<file path="config.mk">
export PLATFORM = sky130hd
export DESIGN_NAME = eight_bit_down_timer
export DESIGN_NICKNAME = d
export VERILOG_FILES = /design/src/rtl/eight_bit_down_timer.sv
export SDC_FILE = /design/constraint.sdc
export NUM_CORES = 1
export LEC_CHECK = 0
export ABC_AREA = 1
export BUFFER_PORTS_ARGS = -buffer_cell sky130_fd_sc_hd__clkbuf_2
export CAP_MARGIN = 20
export CELL_PAD_IN_SITES_DETAIL_PLACEMENT = 0
export CELL_PAD_IN_SITES_GLOBAL_PLACEMENT = 1
export CORE_MARGIN = 1
export CORE_UTILIZATION = 37
export DETAILED_ROUTE_END_ITERATION = 8
export PLACE_DENSITY = 0.84
export SLEW_MARGIN = 20
export SYNTH_ARGS = -nofsm -noshare
export SYNTH_HDL_FRONTEND = slang
export SYNTH_SLANG_ARGS = --single-unit
</file>
<file path="constraint.sdc">
create_clock -name clock -period 3.75 [get_ports clock]
set_input_delay 0.75 -clock clock [delete_from_list [all_inputs] [get_ports clock]]
set_output_delay 0.75 -clock clock [all_outputs]
set_load 0.005 [all_outputs]
</file>
<file path="src/rtl/eight_bit_down_timer.sv">
// Loadable down-counter / timer with one-shot or auto-reload operation.
// Counts a loaded value down to zero and pulses done on the terminal decrement.
module eight_bit_down_timer #(
    parameter int unsigned WIDTH = 8
) (
    input  logic             clock,
    input  logic             clear,
    input  logic             load,
    input  logic [WIDTH-1:0] load_value,
    input  logic             enable,
    input  logic             auto_reload,
    output logic [WIDTH-1:0] out,
    output logic             zero,
    output logic             done,
    output logic             busy
);

    typedef enum logic [0:0] {StIdle, StRun} state_e;

    localparam logic [WIDTH-1:0] CountOne = {{(WIDTH-1){1'b0}}, 1'b1};

    state_e           state_q, state_d;
    logic [WIDTH-1:0] count_q, count_d;
    logic [WIDTH-1:0] reload_q, reload_d;
    logic             done_q, done_d;
    logic             busy_q;

    // Next-state logic: load takes priority over counting.
    always_comb begin
        state_d  = state_q;
        count_d  = count_q;
        reload_d = reload_q;
        done_d   = 1'b0;

        if (load) begin
            count_d  = load_value;
            reload_d = load_value;
            state_d  = (load_value != '0) ? StRun : StIdle;
        end else if (state_q == StRun && enable) begin
            if (count_q == CountOne) begin
                // Terminal decrement: auto_reload is only looked at here.
                done_d = 1'b1;
                if (auto_reload) begin
                    count_d = reload_q;
                end else begin
                    count_d = '0;
                    state_d = StIdle;
                end
            end else if (count_q == '0) begin
                // Unreachable in normal use; never wrap below zero.
                state_d = StIdle;
            end else begin
                count_d = count_q - CountOne;
            end
        end
    end

    // State register with synchronous active-low clear.
    always_ff @(posedge clock) begin
        if (!clear) begin
            state_q  <= StIdle;
            count_q  <= '0;
            reload_q <= '0;
            done_q   <= 1'b0;
            busy_q   <= 1'b0;
        end else begin
            state_q  <= state_d;
            count_q  <= count_d;
            reload_q <= reload_d;
            done_q   <= done_d;
            // Registered copy of (state == RUN), tracking the state register.
            busy_q   <= (state_d == StRun);
        end
    end

    assign out  = count_q;
    assign zero = (count_q == '0);
    assign done = done_q;
    assign busy = busy_q;

endmodule

</file>
==> metrics.md <==
| Metric | Value |
|---|---|
| Status | finished, violations left |
| Violated checks | DRC |
| Worst-path maximum fanout | 5 |
| Clk root buf | clkbuf_4 |
| Mean Syn Cell Area | 6.367 µm² |
| H-Tree Depth | 1 |
| Placer Congestion | 0.7675 |
| Clock slew at reported path FFs | 0.11 ns |
| Final worst-path cycle share | 55.69% |
| Most common cell after layout, fill and taps aside | nand2_1 |
| Pins Over Slew Limit | 0 |
| Count of cell types in the netlist | 27 |
| Final nets | around 220 |
| Hold buffers post-CTS | 0 |
| Share of post-route cells with drive strength above 1 | 20.90% |
| Met3 usage | 2.009% |
| Routed Antenna Nets | 0 |
| Initial antenna violation count | 0 |
| Rows | 19 |
| Tot GR Track Use | 19.19% |
| Post-Syn Nets | 196 |
| Post-synthesis cell count | 180 |
| Sequential area share after synthesis | 31.44% |
| Most frequent cells in the layout | 51 x nand2_1, 24 x nor2_1, 23 x clkbuf_2 |
| Number of remaining DRC errors | 1 |
| Met1 Track Usage GR | 26.43% |
| Setup crit start kind | register |
| Synth Flop Type | dfxtp_1 |
| Asr flop ratio synth | 0% |
| Met2 Resource Use GR | between 30% and 40% |
| Number of max-cap violations | 0 |
| Via density | a little under 5 |
| Achievable Freq | 478.9 MHz |
| Clock Latency Late Sink | 0.30 ns |
| Period minus WS final | 2.088 ns |
| Starting Density | 40.18% |
| GRT busiest layer | met2 |
| Die X | 57.66 µm |
| Slew HR | around three quarters |
| Seq cells post-synth | 18 |
| Detailed Route WL | 2.752 mm |
| Core Util, Final | a little under half |
| Synthesis warning total | 0 |
| Antenna cells | 0 |
| Remaining Overflow, GRT | 0 |
| Core area | 0.002853 mm² |
| First-pass GRT wire length | 4.912 mm |
| Worst IR Drop VDD | 153.0 µV |
| Final setup skew | 0.005905 ns |
| Average wire per standard cell | 11.86 µm |
| Synth Cell Area | roughly 0.0011 mm² |
| Die Y-Extent | between 50 and 60 µm |
| TritonCTS clock tree | done |
| Vias in the first global route | approximately 1,100 |
| Final Hold Viols | 0 |
| DPL Wire Length | 2.157 mm |
| Inserted Clock Buffers | 3 |
| Pre-antenna DRT Iters | 8 |
| Crit path DAT | 1.34 ns |
| I/O Buffers | 23 |
| Crit Path Class | reg2out |
| Via count | 1,151 |
| Fin worst setup slack | 1.662 ns |
| Pin count of the biggest net entering global routing | 17 |
| Setup violations, final | 0 |
| Hold WC Path Type | reg2reg |
| Initial drt markers | 56 |
| Die Footprint | 0.003324 mm² |
| # IOs | 24 |
| Post-synth EDFFs | 0 |
| Dpl ws | 1.746 ns |
| Area growth syn-to-layout | 13.43% |
| Setup repair after global routing missed its margin | false |
| Final TNS setup | 0 ns |
| Post-CTS sizing | 0 |
| Post-CTS setup buffer count | 0 |
| Pwr Density | 397.3 mW/mm² |
| CTS max path bufs | 2 |
| Leakage power | 0.6600 nW |
| Worst Setup End Kind | primary output |
| Clk sinks | 18 |
| Req. time, crit path | approximately 3.0 ns |
| Least-Margin Pin Slew | 0.3462 ns |
==> critical path, stage by stage (launching register included) <==
cell,delay (ns)
dfxtp_1,0.35
inv_1,0.15
ha_1,0.20
nand2_2,0.08
nor2_4,0.14
clkbuf_2,0.12
==> final cells by class <==
cell class,count,area [µm²]
sequential,18,360.3
inverter,21,78.83
tap,31,38.79
fill,312,1553
clock buffer,4,36.28
multi-input combinational,135,670.6
timing repair buffer,23,115.1
==> cells in the mapped netlist, types with 2 or more instances <==
library cell / instances / area, µm²
nand2_2: 3 / 18.77
nor2_1: 24 / 90.09
nand3_1: 22 / 110.1
ha_1: 3 / 37.54
nand2_1: 51 / 191.4
inv_1: 21 / 78.83
o22ai_1: 5 / 31.28
a21oi_2: 2 / 17.52
nor2_2: 4 / 25.02
o21ai_0: 2 / 10.01
dfxtp_1: 18 / 360.4
nor2_4: 3 / 33.78
o21ai_1: 2 / 10.01
clkbuf_1: 2 / 7.510
nand4_1: 2 / 12.51
a21oi_1: 5 / 25.02
==> where the power goes <==
| group | switching [mW] | total [mW] | internal, mW |
|---|---|---|---|
| Combinational | 0.106 | 0.168 | 0.0621 |
| Sequential | 0.0157 | 0.223 | 0.208 |
| Clock | 0.0660 | 0.125 | 0.0593 |
| Total | 0.187 | 0.517 | 0.329 |
==> metrics by stage <==
stage,instances,hold WS (ns),power (mW),cell area [µm²]
after floorplan,180,0.4405,0.3541,1146
after global placement,228,0.4589,0.3952,1264
after detailed placement,228,0.4652,0.3959,1264
after CTS,232,0.4831,0.5240,1300
after global routing,232,0.4962,0.5581,1300
final,232,0.4758,0.5165,1300
==> flip-flops by register name, indices dropped and copies added, names as in the netlist <==
name and cells:
reload_q 8, done 1, busy 1, out 8
==> per-layer routing <==
layer  vias to the layer above  wire length, µm
met1                       499             1325
met5                         -                0
li1                        614                -
met2                        33             1243
met3                         5              134
met4                         0               48
==> cells by family after synthesis <==
logic type                 after synthesis  share of synthesized area, %
AOI/OAI and AO/OA                       17                         9.061
xor gates and xnor gates                 1                        0.7643
and+or+nand+nor                        114                         45.41
adders and majority gates                3                         3.275
buffers and inverters                   27                         10.04
DFF                                     18                         31.44
==> worst paths after layout <==
path                     from  slack (ns)          end  depth (start not counted)
hold reg to reg   reload_q[1]        0.48  reload_q[1]                          2
setup / recovery       out[0]        1.66         zero                          5
hold / removal    reload_q[1]        0.48  reload_q[1]                          2
setup reg to reg       out[1]        2.20       out[3]                          9
Note: power is estimated with default switching activity, not from simulation.
